==> src/rtl/tone_generator_multi.sv <==
// Multi-voice tone generator (saw/pulse/triangle/noise): tick -> voice k at edge T+1+k, no backpressure.
// Ring modulation of triangle voices is built only with TONE_GENERATOR_MULTI_RING_MOD_EN defined.
module tone_generator_multi #(
   parameter int ACCUMULATOR_BITS = 24,
   parameter int OUTPUT_BITS      = 12,
   parameter int NUM_VOICES       = 4,
   parameter int FREQ_BITS        = 16
) (
   input  logic                          clk,
   input  logic                          rst_n,
   input  logic                          sample_tick,
   input  logic                          cfg_we,
   input  logic [$clog2(NUM_VOICES)-1:0] cfg_voice,
   input  logic [1:0]                    cfg_addr,
   input  logic [FREQ_BITS-1:0]          cfg_wdata,
   output logic                          busy,
   output logic                          dout_valid,
   output logic [$clog2(NUM_VOICES)-1:0] dout_voice,
   output logic [OUTPUT_BITS-1:0]        dout
);
   localparam int A  = ACCUMULATOR_BITS;
   localparam int O  = OUTPUT_BITS;
   localparam int N  = NUM_VOICES;
   localparam int VW = $clog2(NUM_VOICES);

   typedef enum logic {IDLE, RUN} state_t;

   state_t         state, state_nxt;
   logic [VW-1:0]  idx, idx_nxt;

   logic [A-1:0]         acc  [N];
   logic [FREQ_BITS-1:0] freq [N];
   logic [O-1:0]         pw   [N];
   logic [4:0]           ctrl [N];
   logic [22:0]          lfsr [N];

   logic [A-1:0]  acc_cur, acc_nxt;
   logic [4:0]    ctl;
   logic          test, shift, fold;
   logic [22:0]   lfsr_cur, lfsr_nxt;
   logic [O-1:0]  top, tri_t, sample;

   always_ff @(posedge clk or negedge rst_n) begin
      if (!rst_n) begin
         state <= IDLE;
         idx   <= '0;
      end else begin
         state <= state_nxt;
         idx   <= idx_nxt;
      end
   end

   always_comb begin
      state_nxt = state;
      idx_nxt   = idx;
      case (state)
         IDLE: if (sample_tick) begin
            state_nxt = RUN;
            idx_nxt   = '0;
         end
         RUN: begin
            if (idx == VW'(N - 1)) begin
               state_nxt = IDLE;
               idx_nxt   = '0;
            end else begin
               idx_nxt = idx + VW'(1);
            end
         end
         default: state_nxt = IDLE;
      endcase
   end

   assign busy = (state == RUN);

`ifdef TONE_GENERATOR_MULTI_RING_MOD_EN
   logic [VW-1:0] mod_idx;
   logic          mod_msb;

   // Modulator is the previous voice; voice 0 sees the last voice from the prior pass.
   always_comb begin
      mod_idx = (idx == '0) ? VW'(N - 1) : idx - VW'(1);
      mod_msb = acc[mod_idx][A-1];
   end
`endif

   // Test mode pins the oscillator at its reset phase, so the sample is derived from zero.
   always_comb begin
      acc_cur  = acc[idx];
      ctl      = ctrl[idx];
      test     = ctl[3];
      acc_nxt  = test ? '0 : acc_cur + A'(freq[idx]);
      shift    = !test && !acc_cur[A-5] && acc_nxt[A-5];
      lfsr_cur = lfsr[idx];
      if (test)
         lfsr_nxt = '1;
      else if (shift)
         lfsr_nxt = {lfsr_cur[21:0], lfsr_cur[22] ^ lfsr_cur[17]};
      else
         lfsr_nxt = lfsr_cur;
      top   = acc_nxt[A-1 -: O];
      tri_t = acc_nxt[A-2 -: O];
      fold  = acc_nxt[A-1];
`ifdef TONE_GENERATOR_MULTI_RING_MOD_EN
      if (ctl[4])
         fold = fold ^ mod_msb;
`endif
      case (ctl[1:0])
         2'd0:    sample = top;
         2'd1:    sample = (top < pw[idx]) ? '1 : '0;
         2'd2:    sample = fold ? ~tri_t : tri_t;
         default: sample = lfsr_nxt[22 -: O];
      endcase
      if (!ctl[2])
         sample = '0;
   end

   always_ff @(posedge clk or negedge rst_n) begin
      if (!rst_n) begin
         for (int v = 0; v < N; v++) begin
            acc[v]  <= '0;
            freq[v] <= '0;
            pw[v]   <= {1'b1, {(O-1){1'b0}}};
            ctrl[v] <= '0;
            lfsr[v] <= '1;
         end
         dout_valid <= 1'b0;
         dout_voice <= '0;
         dout       <= '0;
      end else begin
         if (state == RUN) begin
            acc[idx]   <= acc_nxt;
            lfsr[idx]  <= lfsr_nxt;
            dout_voice <= idx;
            dout       <= sample;
         end
         dout_valid <= (state == RUN);
         // Step above reads the pre-write value; a same-cycle write lands for the next pass.
         if (cfg_we) begin
            case (cfg_addr)
               2'd0:    freq[cfg_voice] <= cfg_wdata;
               2'd1:    pw[cfg_voice]   <= cfg_wdata[O-1:0];
               2'd2:    ctrl[cfg_voice] <= cfg_wdata[4:0];
               default: ;
            endcase
         end
      end
   end
endmodule

==> config.mk <==
export PLATFORM = sky130hd
export DESIGN_NAME = tone_generator_multi
export DESIGN_NICKNAME = d
export VERILOG_FILES = /design/src/rtl/tone_generator_multi.sv
export SDC_FILE = /design/constraint.sdc
export NUM_CORES = 1
export LEC_CHECK = 0
export CORE_MARGIN = 2
export CORE_UTILIZATION = 58
export CTS_BUF_LIST = sky130_fd_sc_hd__clkbuf_4 sky130_fd_sc_hd__clkbuf_8
export DETAILED_ROUTE_END_ITERATION = 8
export PLACE_DENSITY = 0.79
export REMOVE_ABC_BUFFERS = 1
export SLEW_MARGIN = 20
export SYNTH_ARGS = -nofsm -noshare
export SYNTH_HDL_FRONTEND = slang
export SYNTH_SLANG_ARGS = --single-unit
export TNS_END_PERCENT = 100
==> constraint.sdc <==
create_clock -name clk -period 7 [get_ports clk]
set_input_delay 1.05 -clock clk [delete_from_list [all_inputs] [get_ports clk]]
set_output_delay 1.05 -clock clk [all_outputs]
set_load 0.01 [all_outputs]
### Word level (Yosys, flattened, before mapping)

Index checks and enable logic that the tools add are counted.

* $add $sub $neg: 2
* $lt $le $gt $ge: 5
* bitwise operators: 5
* div/mod/pow operators: 0
* reductions and logical operators: 11
* shift-type cells: 0
* multiplexer cells: 43
* eq/ne operators: 6
* multipliers: 0

Operators with widths (number)
* 23-bit two-way mux: 5
* 96-bit bitwise mux: 1
* 24-bit two-way mux: 4
* 92-bit bitwise mux: 1
* 12-bit two-way mux: 6
* 64-bit bitwise mux: 1
* 24-bit binary-select mux with 2-bit select: 1
* 48-bit bitwise mux: 1
* 24-bit demux with 2-bit select: 1
* 16-bit two-way mux: 3
* 23-bit binary-select mux with 2-bit select: 1
* 23-bit demux with 2-bit select: 1
* 12-bit one-hot mux with 3 select lines: 1
* 16-bit binary-select mux with 2-bit select: 1
* 16-bit demux with 2-bit select: 1
* 24-bit by 16-bit adder with 24-bit output: 1
* 12-bit binary-select mux with 2-bit select: 1
* 12-bit demux with 2-bit select: 1
* 20-bit bitwise mux: 1
* 12-bit < comparator: 1
* 12-bit inverter: 1
* 5-bit binary-select mux with 2-bit select: 1
* 5-bit demux with 2-bit select: 1
* 4-bit two-way mux: 2
* 18 further kinds: 33

* memories kept: 0
* register bits after elaboration: 338
* bits in latches: 0
* bits in writable memories: 0
* memory bits (read-only): 0
* output and inout port bits: 16
* word-level logic and storage cells: 97

### Longest topological paths before layout

Gate-level depths: netlist of run 1.

* depth in word-level cells: 11
* gate-level depth with buffers: 29
* depth with buffers taken out: 22

### Least setup slack after synthesis of run 1

No wires, ideal clock.

* path kind: reg-to-reg
* start point: register idx[0]
* end point: register dout[8]
* arrival: 6.724 ns
* cell stages (with the launch flop): 26
* clock period less this slack: 6.789 ns
* required time: 6.936 ns
* buffers on the path: 6
* path slack: 0.211 ns
* path through: dfrtp_1 > buf_6 > buf_2 > buf_2 > buf_2 > buf_2 > buf_2 > mux4_2 > ha_1 > a21oi_1 > inv_1 > a221o_1 > a311oi_2 > a211oi_1 > xnor2_1 > or2_1 > inv_2 > ha_1 > a21o_1 > a21o_1 > a2111oi_0 > nand2_1 > a211oi_1 > o22ai_1 > a221oi_1 > a211o_1

* elaborated cells on any way between the ends: 33
* those cells by class: add/sub: 1; order compare: 1; eq/ne: 2; mux: 22; bitwise: 2; reduce/logical: 5

RTL lines
* start: declaration: line 29 `logic [VW-1:0] idx, idx_nxt;`
* start signal: assignment: line 49 `idx <= idx_nxt;`
* 2-bit inverter with 3-bit output (implied by the code) *: line 88, 89, 91
* 24-bit binary-select mux with 2-bit select or 16-bit binary-select mux with 2-bit select (tied branches): line 88, 91
* 24-bit two-way mux (implied by the code) or 16-bit two-way mux (tied branches) (2 in series): line 88, 91
* 24-bit by 16-bit adder with 24-bit output: line 91 `acc_nxt = test ? '0 : acc_cur + A'(freq[idx]);`
* 24-bit two-way mux *: line 91
* named net acc_nxt[21]: line 37 `logic [A-1:0] acc_cur, acc_nxt;`
* 12-bit < comparator *: line 109 `2'd1: sample = (top < pw[idx]) ? '1 : '0;`
* 12-bit two-way mux *: line 109
* 12-bit one-hot mux with 3 select lines *: line 107 `case (ctl[1:0])`
* 12-bit two-way mux *: line 113 `if (!ctl[2])`
* end signal: assignment: line 134 `dout <= sample;`
* end: declaration: line 19 `output logic [OUTPUT_BITS-1:0] dout`

Mark *: on every way through the listed nets, which the timed path passes. The rest lies on a longest branch. The select of a mux whose other input is x is not followed.
A chain may end at the register's enable or synchronous reset.

### Final worst setup path of run 1

* start point: register idx[0]
* end point: register dout[11]

Same word-level chain as after synthesis.

==> flow_metrics.tcl, run 1 <==
set metrics [dict create \
    syn-cell-area_um2 16400 \
    cts_buffers 53 \
    intPower_mw 5.48 \
    power_density_nw_per_um2 500 \
    drive_gt1_share_pct 30.1 \
    slew_headroom_pct 27.0 \
    grt_max_degree 106 \
    max_cap_viol_count 0 \
    worstSetupPathType "reg -> reg" \
    clk_latency_ps 600 \
    clock_path_buffers 3 \
    final_antenna_net_count 0 \
    reg2reg_depth 20 \
    peakVddDrop_v 0.000224 \
    fp-row-count 61 \
    vias_per_cell 6.04 \
    cts_tree "done" \
    n_fill_cell 2083 \
    cp-start-kind "flip-flop" \
    clkSlewWorstSetupHoldPaths_ps 70 \
    routabilityCongestion 0.945 \
    setup_viol 0 \
    fin_ws_ps 584 \
    synth.avg_cell_area_um2 11.6 \
    whs_path_depth 2 \
    crit_chain "buf_4 > mux4_2 > ha_1 > a21o_1 > a31o_1 > o211a_1 > o211ai_1 > a211oi_1 > xnor2_1 > or2_1 > inv_2 > ha_1 > a21o_1 > a21o_1 > a2111oi_0 > nand2_1 > a211oi_1 > o32a_1 > a311o_1 > a22o_1" \
    synth-edff-count 0 \
    ctsResizeCount 0 \
    postCtsSetupRepairBufs 0 \
    worst_hold_slack_ps 461 \
    max_freq_mhz 156 \
    post-place-ws_ps 653 \
    final_cell_mix "250 x nand2_1, 236 x dfrtp_1, 132 x mux2_2, 117 x o21ai_1, 96 x dfstp_2" \
    wire_per_inst_um 20.2 \
    num_vias 11100 \
    hpwl_mm 24.1 \
    crit_top_cell "a21o_1" \
    layout_min_cycle_time_ps 6420 \
    worst_slew_pin_slew_ps 1090 \
    cp_data_arrival_time_ps 6950 \
    nNetsFinal 1480 \
    synth_cell_types 64 \
    clkPwrFrac_pct 19.4 \
    comb_power_share_pct 45.7 \
    pwr-share-seq_pct 34.9 \
    die_w_um 172 \
    port_buffers 39 \
    drt_first_iter_violations 873 \
    fin_crit_sh_pct 91.7 \
    dieArea_um2 29600 \
    initial_core_util_pct 59.0 \
    fin_skew_ps 40.9 \
    hold_viol 0 \
    instances_no_fill 1842 \
    ioPinCount 40 \
    layout_commonest_cell "nand2_1" \
    swShare_pct 39.9 \
    cts_root_buf "clkbuf_8" \
    async_flop_share_pct 100 \
    routed_wl_mm 37.2 \
    power.switching_mw 3.64 \
    status "finished, final reports clean" \
    crit_path_max_incr_delay_ps 820 \
    yosysWarnings 0 \
    dp.cells 1747 \
    leakagePower_nw 7.92 \
    antenna_cells 0 \
    postCtsHoldBufs 0 \
    syn_inst 1408 \
    grt_overflow_total 0 \
    htreeDepth 2 \
    crit_fanout 32 \
    cp-end-kind "flip-flop" \
    antenna_found_initial 0 \
    core_area_um2 27800 \
    syn2layout_area_growth_pct 11.2 \
    rsz0062_at_grt "false" \
    track_usage_pct 26.0 \
    required_ps 7530 \
    die_h_um 172 \
    hp-class "reg -> reg" \
    grt_pass1_wl_mm 60.1 \
    worst_path_max_delay_cell "dfrtp_4" \
    slew_violations 0 \
    firstDrtPassIters 5 \
    cts_sinks 334 \
    yosys_most_used_dff "dfrtp_1" \
    synth-seq-area-share_pct 51.7 \
    ys_ff_latch 334 \
    drcViolationCount 0 \
    grt_pass1_vias 11300 \
]
==> state kept, by name, indices dropped and copies added, names as in the netlist <==
signal / cells
acc: 96
pw: 48
dout: 12
lfsr: 92
busy: 1
idx: 2
ctrl: 16
dout_voice: 2
freq: 64
dout_valid: 1
==> area by class of cell <==
cell class | instances | area, um^2 | area share, %
flip-flops and latches | 334 | 8490 | 46.5
multi-input cells | 948 | 7470 | 41.0
clock buffers | 86 | 1050 | 5.73
repair buffers | 55 | 541 | 2.96
well taps | 378 | 473 | 2.59
inverters | 33 | 124 | 0.679
clock inverters | 8 | 101 | 0.556
==> stage by stage <==
stage / setup TNS, ps / power [mW] / cell area [um^2] / util [%]
after floorplan: -11290 / 6.13 / 16000 / -
after CTS: 0 / 9.12 / 18200 / 65.6
after global routing: 0 / 9.71 / 18200 / 65.7
final: 0 / 9.12 / 18200 / 65.7
after detailed placement: 0 / 7.34 / 17100 / 61.4
after global placement: 0 / 7.14 / 17100 / 61.4
==> worst max-delay path, delay by kind of cell, from the launching register on <==
family	cells	cell delay [ps]
compound gates	12	3360
xor+xnor	1	210
buf+inv	2	370
simple gates	2	380
flops	1	820
fa+ha+maj	2	670
mux	1	510
==> cell usage after synthesis, types with 3 or more instances <==
master    number  area [um^2]
buf_1          8         30.0
nand3b_1       4         30.0
nor3_1         8         40.0
nor2_1        31          116
and3_1        23          144
nor2b_1       10         62.6
o21a_1         3         22.5
xnor2_1       14          123
a211o_1        8         70.1
mux4_2        78         1760
a211oi_1      10         75.1
o21ai_1      118          591
a221o_1        4         40.0
or3_1          5         31.3
o211ai_1       4         30.0
mux2_2       132         1490
o22ai_1        3         18.8
o31ai_1       34          255
mux2i_1        7         70.1
nand3_1        9         45.0
or2_2          5         31.3
dfrtp_1      238         5960
o21ai_0       45          225
and2_1         5         31.3
and4_1         3         26.3
a21oi_1       29          145
inv_1         26         97.6
dfstp_2       96         2520
nand2_1      254          953
mux2_1         5         56.3
ha_1          30          375
buf_2         11         55.1
xor2_1        14          123
a21o_1        10         75.1
inv_2          5         18.8
a22o_1         6         52.6
nand2b_1       4         25.0
clkbuf_1      72          270
==> power by group through the flow <==
stage                     clock network (mW)  registers [mW]  logic [mW]
after floorplan                            0            3.16        2.97
after global placement                     0            3.16        3.98
after detailed placement                   0            3.21        4.13
after CTS                               1.79            3.18        4.15
after global routing                    1.90            3.26        4.55
final                                   1.77            3.18        4.17
==> cell families after synthesis <==
kind of cell	count (synthesis)	synth area share (%)
AO/OA/AOI/OAI	297	11.1
AND/OR/NAND/NOR	370	9.73
buffers and inverters	126	3.06
XOR/XNOR	28	1.50
flip-flops	334	51.7
multiplexers	222	20.5
adder cells (fa/ha/maj)	31	2.41
==> worst paths after layout <==
check | to | slack, ps | start
hold reg to reg | lfsr[72]$_DFFE_PN1P_ | 460 | lfsr[72]$_DFFE_PN1P_
setup reg to reg | dout[11]$_DFFE_PN0P_ | 580 | idx[0]$_DFFE_PN0P_
min in group asynchronous | acc[31]$_DFFE_PN0P_ | 520 | rst_n
setup / recovery | dout[11]$_DFFE_PN0P_ | 580 | idx[0]$_DFFE_PN0P_
max in group asynchronous | idx[0]$_DFFE_PN0P_ | 4870 | rst_n
hold / removal | lfsr[72]$_DFFE_PN1P_ | 460 | lfsr[72]$_DFFE_PN1P_
==> layer usage <==
layer	up-vias	share of wire [%]	track usage (%)
met5	-	0	0
met4	0	1.9	7.31
met3	60	5.5	4.55
met2	302	50	43.4
met1	5645	43	35.6
li1	5122	-	-
No activity file was read; power rests on OpenSTA's default activity.
==> run 2: changes to the inputs <==
--- a/config.mk
+++ b/config.mk
@@ -15,4 +15,3 @@
 export SYNTH_ARGS = -nofsm -noshare
 export SYNTH_HDL_FRONTEND = slang
 export SYNTH_SLANG_ARGS = --single-unit
-export TNS_END_PERCENT = 100
==> results of run 2 <==
Same layout as run 1: the final DEF is identical, and so are final timing and power.
